[src/rtl/counter_scheduler.sv]
// counter_scheduler: round-robin owner of one shared arbitrary_counter32.
// Grants one requester job at a time, programs the counter, runs it for the
// requested number of enabled cycles and returns the final value tagged
// with the requester index.
//
// state     | meaning
// ----------+----------------------------------------------------------
// S_IDLE    | waiting for any req_valid; grant is issued in this state
// S_LOAD    | clr pulse, counter loads min (inc) or max (dec)
// S_RUN     | cnten high for exactly ticks cycles
// S_CAPTURE | counter stopped, cnt_value sampled into rsp_value
// S_RESP    | rsp_valid held until rsp_ready
module counter_scheduler #(
  parameter int NREQ  = 4,
  parameter int TICKW = 16
) (
  input  logic                  clk,
  input  logic                  rst_n,
  input  logic [NREQ-1:0]       req_valid,
  output logic [NREQ-1:0]       req_ready,
  input  logic [32*NREQ-1:0]    req_min,
  input  logic [32*NREQ-1:0]    req_max,
  input  logic [NREQ-1:0]       req_dir,
  input  logic [TICKW*NREQ-1:0] req_ticks,
  output logic                  rsp_valid,
  input  logic                  rsp_ready,
  output logic [2:0]            rsp_id,
  output logic [31:0]           rsp_value,
  output logic                  rsp_err,
  output logic                  busy,
  output logic [31:0]           cnt_min,
  output logic [31:0]           cnt_max,
  output logic                  inc_dec,
  output logic                  clr,
  output logic                  cnten,
  input  logic [31:0]           cnt_value
);

  typedef enum logic [2:0] {
    S_IDLE,
    S_LOAD,
    S_RUN,
    S_CAPTURE,
    S_RESP
  } state_t;

  state_t           state, state_nxt;
  logic [2:0]       rr_ptr;
  logic [TICKW-1:0] tick_cnt;

  logic             gnt_any;
  logic [2:0]       gnt_idx;
  logic [NREQ-1:0]  gnt_oh;
  logic [31:0]      gnt_min, gnt_max;
  logic             gnt_dir;
  logic [TICKW-1:0] gnt_ticks;
  logic             gnt_err;
  logic             grant;

  // Round-robin pick: first valid at or above rr_ptr, else first valid from 0.
  always_comb begin
    gnt_any   = 1'b0;
    gnt_idx   = '0;
    gnt_oh    = '0;
    gnt_min   = '0;
    gnt_max   = '0;
    gnt_dir   = 1'b0;
    gnt_ticks = '0;
    for (int i = 0; i < NREQ; i++) begin
      if (!gnt_any && req_valid[i] && (i >= int'(rr_ptr))) begin
        gnt_any   = 1'b1;
        gnt_idx   = 3'(i);
        gnt_oh[i] = 1'b1;
      end
    end
    for (int i = 0; i < NREQ; i++) begin
      if (!gnt_any && req_valid[i]) begin
        gnt_any   = 1'b1;
        gnt_idx   = 3'(i);
        gnt_oh[i] = 1'b1;
      end
    end
    for (int i = 0; i < NREQ; i++) begin
      if (gnt_oh[i]) begin
        gnt_min   = req_min[32*i +: 32];
        gnt_max   = req_max[32*i +: 32];
        gnt_dir   = req_dir[i];
        gnt_ticks = req_ticks[TICKW*i +: TICKW];
      end
    end
  end

  assign gnt_err = (gnt_min > gnt_max);

  // Next-state logic and pure state decodes for the handshake and counter controls.
  always_comb begin
    state_nxt = state;
    req_ready = '0;
    clr       = 1'b0;
    cnten     = 1'b0;
    rsp_valid = 1'b0;
    busy      = (state != S_IDLE);
    grant     = 1'b0;
    unique case (state)
      S_IDLE: begin
        if (gnt_any) begin
          grant     = 1'b1;
          req_ready = rst_n ? gnt_oh : '0;
          state_nxt = gnt_err ? S_RESP : S_LOAD;
        end
      end
      S_LOAD: begin
        clr       = 1'b1;
        state_nxt = (tick_cnt != '0) ? S_RUN : S_CAPTURE;
      end
      S_RUN: begin
        cnten = 1'b1;
        if (tick_cnt == TICKW'(1)) state_nxt = S_CAPTURE;
      end
      S_CAPTURE: begin
        state_nxt = S_RESP;
      end
      S_RESP: begin
        rsp_valid = 1'b1;
        if (rsp_ready) state_nxt = S_IDLE;
      end
      default: state_nxt = S_IDLE;
    endcase
  end

  // State register, job latches and the run-length down-counter.
  always_ff @(posedge clk) begin
    if (!rst_n) begin
      state     <= S_IDLE;
      rr_ptr    <= '0;
      tick_cnt  <= '0;
      rsp_id    <= '0;
      rsp_value <= '0;
      rsp_err   <= 1'b0;
      cnt_min   <= '0;
      cnt_max   <= '0;
      inc_dec   <= 1'b0;
    end else begin
      state <= state_nxt;
      if (grant) begin
        rr_ptr    <= (gnt_idx == 3'(NREQ-1)) ? 3'd0 : gnt_idx + 3'd1;
        rsp_id    <= gnt_idx;
        rsp_err   <= gnt_err;
        rsp_value <= '0;
        tick_cnt  <= gnt_ticks;
        // Rejected jobs leave the counter programming untouched.
        if (!gnt_err) begin
          cnt_min <= gnt_min;
          cnt_max <= gnt_max;
          inc_dec <= gnt_dir;
        end
      end
      if (state == S_RUN) tick_cnt <= tick_cnt - TICKW'(1);
      if (state == S_CAPTURE) rsp_value <= cnt_value;
    end
  end

endmodule

[config.mk]
export PLATFORM = sky130hd
export DESIGN_NAME = counter_scheduler
export DESIGN_NICKNAME = d
export VERILOG_FILES = /design/src/rtl/counter_scheduler.sv
export SDC_FILE = /design/constraint.sdc
export NUM_CORES = 1
export LEC_CHECK = 0
export CORE_AREA = 4 4 183 185
export DETAILED_ROUTE_END_ITERATION = 7
export DIE_AREA = 0 0 187 189
export SLEW_MARGIN = 20
export SYNTH_ARGS = -nofsm -noshare
export SYNTH_HDL_FRONTEND = slang
export SYNTH_SLANG_ARGS = --single-unit
[constraint.sdc]
create_clock -name clk -period 4.49 [get_ports clk]
set_input_delay 0.898 -clock clk [delete_from_list [all_inputs] [get_ports clk]]
set_output_delay 0.898 -clock clk [all_outputs]
set_load 0.01 [all_outputs]
# [Word-level counts from Yosys, hierarchy flattened]
# Cells that the tools add are included.
# Widths: inputs -> output; s select.
[totals] ff_bits=123 input_bits=363 out_inout_bits=109 word_cells=108
[classes] n_addsub=2 magnitude_cmp=5 n_eq_ne=9 n_mux=57 bitwise_logic=1 n_reduce_logical=25
[ops] cell="$mux 32" n=10
[ops] cell="$mux 16" n=6
[ops] cell="$mux 3" n=11
[ops] cell="$gt 32x32->1" n=1
[ops] cell="$mux 1" n=26
[ops] cell="$eq 16x1->1 const B" n=1
[ops] cell="$reduce_bool 16->1" n=1
[ops] cell="$sub 16x1->16 const B" n=1
[ops] cell="$pmux 3 s5" n=1
[ops] cell="$mux 4" n=3
[ops] cell="$logic_and 1x1->1" n=11
[ops] cell="$eq 3x2->1 const B" n=3
[ops] cell="$logic_not 1->1" n=7
[ops] cell="$ge 1x3->1 const A" n=2
[ops] cell="$ge 2x3->1 const A" n=2
[ops] cell="$ne 2x2->1 const B" n=3
[ops] cell="$reduce_bool 2->1" n=2
[ops] cell="$add 3x1->3 const B" n=1
[ops] cell="$eq 3x1->1 const B" n=1
[ops] cell="$eq 3x3->1 const B" n=1
[ops] cell="$logic_not 3->1" n=1
[ops] cell="$reduce_and 3->1" n=1
[ops] cell="$reduce_bool 3->1" n=1
[ops] cell="$reduce_and 2->1" n=1
[ops] cell="$not 1->1" n=1

# [Longest topological paths before layout]
[logic_depth] ltp_word=32 depth_mapped=17

# [Worst setup path after synthesis]
# OpenSTA, ideal clock, no wires.
[synth_path] path_kind="input to register" startpoint="in req_valid[0]" endpoint="reg cnt_max[12]" arrival_time_ps=3981 required_ps=4409 setup_slack_ps=428 path_stages=17 n_path_buf=5 cell_sequence="buf_2 nor2_1 o21bai_2 a21oi_2 buf_2 buf_2 a221oi_1 a2bb2oi_1 ha_1 nand4_1 nor3_1 a22o_1 o31ai_2 buf_4 buf_2 a31oi_1 a211oi_2"
[synth_via] elab_chain_cells=30 word_cells_on_any_way=46 cone_classes="order compare: 1; mux: 25; bitwise: 1; reduce/logical: 19"
[synth_rtl] element="start, declared" line="19" source="input logic [NREQ-1:0] req_valid,"
[synth_rtl] element="$logic_and 1x1->1" line="70" source="if (!gnt_any && req_valid[i] && (i >= int'(rr_ptr))) begin"
[synth_rtl] element="$mux 1" line="70"
[synth_rtl] element="$logic_not 1->1" line="70"
[synth_rtl] element="$logic_and 1x1->1 (2 in series)" line="70"
[synth_rtl] element="$mux 1" line="70"
[synth_rtl] element="$logic_not 1->1" line="70"
[synth_rtl] element="$logic_and 1x1->1 (2 in series)" line="70"
[synth_rtl] element="$mux 1" line="70"
[synth_rtl] element="[... 12 more ...]"
[synth_rtl] element="$mux 1" line="77" source="if (!gnt_any && req_valid[i]) begin"
[synth_rtl] element="$logic_not 1->1" line="77"
[synth_rtl] element="$logic_and 1x1->1" line="77"
[synth_rtl] element="$mux 1" line="77"
[synth_rtl] element="$mux 32" line="84" source="if (gnt_oh[i]) begin"
[synth_rtl] element="$gt 32x32->1" line="93" source="assign gnt_err = (gnt_min > gnt_max);"
[synth_rtl] element="$not 1->1 (no source line)"
[synth_rtl] element="$reduce_and 2->1 (no source line)"
[synth_rtl] element="end signal, assigned" line="154" source="cnt_max <= gnt_max;"
[synth_rtl] element="end, declared" line="32" source="output logic [31:0] cnt_max,"
# Parallel ways exist; a longest one is shown, timed or not.
# A chain may end at the register's enable or synchronous reset.

# [Worst setup path after layout]
[layout_path] startpoint="in req_valid[2]" endpoint="reg cnt_min[2]"
[layout_via] elab_chain_cells=23 word_cells_on_any_way=38 cone_classes="order compare: 1; mux: 22; bitwise: 1; reduce/logical: 14"
[layout_rtl] element="$logic_and 1x1->1 (2 in series)" line="70"
[layout_rtl] element="$mux 1" line="70"
[layout_rtl] element="$logic_not 1->1" line="70"
[layout_rtl] element="$logic_and 1x1->1 (2 in series)" line="70"
[layout_rtl] element="$mux 1" line="70"
[layout_rtl] element="$logic_not 1->1" line="77"
[layout_rtl] element="$logic_and 1x1->1" line="77"
[layout_rtl] element="$mux 1" line="77"
[layout_rtl] element="[... 5 more ...]"
[layout_rtl] element="$mux 1" line="77"
[layout_rtl] element="$logic_not 1->1" line="77"
[layout_rtl] element="$logic_and 1x1->1" line="77"
[layout_rtl] element="$mux 1" line="77"
[layout_rtl] element="$mux 32" line="84"
[layout_rtl] element="$gt 32x32->1" line="93"
[layout_rtl] element="$not 1->1 (no source line)"
[layout_rtl] element="$reduce_and 2->1 (no source line)"
[layout_rtl] element="end signal, assigned" line="153" source="cnt_min <= gnt_min;"
[layout_rtl] element="end, declared" line="31" source="output logic [31:0] cnt_min,"
# Parallel ways exist; a longest one is shown, timed or not.

==> qor.txt <==
PD cells - 617.1 mW/mm²
CP cell instances - dlymetal6s2s_1 -> a2bb2oi_2 -> o22ai_4 -> and2_4 -> buf_12 -> buf_4 -> a221oi_2 -> a2bb2oi_1 -> buf_4 -> ha_1 -> nand4_1 -> buf_4 -> a2111oi_4 -> o31ai_4 -> buf_4 -> and3_4 -> buf_12 -> a31o_2
row count - 66
EDFF count, synth - 0
post-route ant nets - 0
Worst-Skew Late Latency - 0.42 ns
RSZ-0062 raised after global routing - false
hpwl dp - 33130 µm
R2R Setup Slk - 0.55 ns
vias in the first global route - 10394
endpoints failing hold - 0
Syn Inst Count - 993
Ys Warns - 0
area delta synth->final - 85.77%
ant diodes - 0
root buffer cell - clkbuf_16
Hold WC Path Type - reg -> reg
Hold EP - rsp_value[25]
critical path arrival - 4.43 ns
Post-Place Cells - 1914
IO Pins - 472
hold wc startpoint - rsp_value[25]
Finish-stage setup viols - 0
H-tree depth - 4
total track usage - 22.40%
Worst Reg-to-Reg Cells - 15
clk_skew - 0.01163 ns
CTS clk-pin slew, worst paths - 0.06 ns
Max stage delay on crit path - 0.38 ns
Leak Pwr - 5.649 nW
DR iter-0 viols - 686
FF-to-FF End - cnt_min[2]
setup TNS - 0 ns
Post-Syn Area - 0.008118 mm²
gr ovfl total - 0
required time worst endpoint - 4.79 ns
CP Class - in -> reg
slowest CP cell - a2111oi_4
core area - 0.03204 mm²
IO buf count - 470
1st-pass router iterations - 5
Synth Area per Inst - 8.175 µm²
CP startpoint kind - input port
Rel. slew slack - 53.92%
Least-Margin Pin Slew - 0.6912 ns
antenna violations before repair - 3
die area - 0.03534 mm²
maxcap violations - 0
commonest cells after routing, fill and taps aside - clkdlybuf4s50_1 (465), buf_4 (144), dfxtp_1 (121)
worst vdd ir - 0.0003830 V
commonest non-fill, non-tap cell in the layout - clkdlybuf4s50_1
Initial Utilization - 25.34%
Max Clock Freq - 242.3 MHz
DRC Markers - 0
GPL Wtd Cong - 0.8779
Crit. End Element - flip-flop
status - complete, no violations
hold path depth - 2
Top cell by count, worst path - buf_4
clock tree sinks - 121
Finished Core Util - 47.07%
most used flip-flop cell after synthesis - dfxtp_1
share of cells above drive strength 1 - 20.19%
max-slew violations - 0
CP Max Fanout - 17
minimum clock period - 4.127 ns
DIE WIDTH - 187 µm
vias per cell - 5.307
Post-Syn Nets - 1391
vias - 10417
Tcrit/Tclk final - 91.93%
final net count - 1942
Tot Pwr - 9.307 mW
Num CTS Buffers - 17
Clock Tree Buf Depth - 2
CTS tree - built
Crit Reg-Reg Startpoint - rr_ptr[1]
DRT Wirelength - 42940 µm
first-pass GRT wire length - 62120 µm
sequential fraction of the synthesis area - 29.84%
worst hold slack - 0.4661 ns
Synth Register Bits - 121
fin cells - 1963
die height - 189 µm
post-synthesis cell type count - 80
wire per inst - 21.88 µm
async set-reset flop share out of synthesis - 0%
largest net degree at the start of global routing - 60
-- cells in the mapped netlist (9+ instances only) --
master	n	area share, %
a21oi_1	67	4.1
a211oi_2	28	4.3
ha_1	35	5.4
buf_2	33	2.0
nor2_1	94	4.3
a31oi_1	72	5.5
dfxtp_1	121	30
clkbuf_1	53	2.5
a221oi_1	64	6.9
nand4_1	9	0.69
a2bb2oi_1	27	2.9
a21o_1	9	0.83
a222oi_1	10	1.2
o21ai_1	26	1.6
nand2_1	118	5.5
o21ai_0	17	1.0
a31o_1	11	1.2
buf_6	10	1.4
a211oi_1	9	0.83
a31o_2	23	2.5
nand3_1	42	2.6
-- per-stage QoR --
| stage | instance area [µm²] | setup WS [ns] |
|---|---|---|
| 2_1_floorplan | 8118 | 0.4277 |
| 3_3_place_gp | 14110 | -0.4721 |
| 3_5_place_dp | 14110 | -0.4952 |
| 4_1_cts | 14700 | 0.01109 |
| 5_1_grt | 15080 | 0.2549 |
| 6_report | 15080 | 0.3625 |
-- final cells by class --
| type | count | area (µm²) |
|---|---|---|
| fill | 3090 | 16960 |
| tap | 408 | 510.5 |
| clock inverter | 12 | 128.9 |
| timing repair buffer | 635 | 6208 |
| inverter | 7 | 35.03 |
| multi-input combinational | 762 | 5346 |
| sequential | 121 | 2422 |
| clock buffer | 18 | 429.2 |
-- repair_timing --
action                                  CTS  global route
gates resized for setup                   5            40
hold buffers                              0             0
endpoints found under the setup margin   66            68
gates cloned                              0             3
pin swaps                                 2            19
buffers inserted                          0            16
-- worst max-delay path, delay by kind of cell --
kind            cells  cell delay, ns
simple gates        3            0.68
compound gates      7            1.38
fa+ha+maj           1            0.28
buf+inv             7            1.17
-- how the worst max path moves through the flow --
stage,slack [ns],cells past startpoint,start,end
6_report,0.36,18,req_valid[2],cnt_min[2]
3_3_place_gp,-0.47,17,req_valid[0],cnt_min[12]
3_5_place_dp,-0.50,17,req_valid[2],cnt_min[2]
4_1_cts,0.01,16,req_valid[2],cnt_min[2]
2_1_floorplan,0.43,17,req_valid[0],cnt_max[12]
5_1_grt,0.25,18,req_valid[2],cnt_min[2]
-- per-layer routing --
| layer | GRT usage (%) | wire length (µm) | vias to the layer above |
|---|---|---|---|
| met2 | 40.49 | 21340 | 480 |
| met3 | 6.951 | 3463 | 58 |
| met1 | 25.55 | 16970 | 4927 |
| li1 | - | - | 4946 |
| met5 | 0 | 41 | - |
| met4 | 6.286 | 1126 | 6 |
-- where the power goes --
group / internal, mW / switching [mW]
combinational: 3.09 / 3.16
clock: 0.808 / 0.540
sequential: 1.44 / 0.271
-- cell families (layout without fill, tap and decap cells) --
family	count (synthesis)	in the layout	synth area share (%)
AND/OR/NAND/NOR	304	306	16.68
adder cells (fa/ha/maj)	35	35	5.395
XOR/XNOR	4	4	0.4316
other	1	1	0.04619
AO/OA/AOI/OAI	416	416	40.18
flip-flops	121	121	29.84
buffers and inverters	112	672	7.429
-- flip-flops by register name (all words and copies together), names as in the netlist --
signal	cells
state	3
tick_cnt	16
rsp_value	32
rr_ptr	2
rsp_id	2
cnt_max	32
inc_dec	1
cnt_min	32
rsp_err	1
Power figures use the tool's default switching activity.
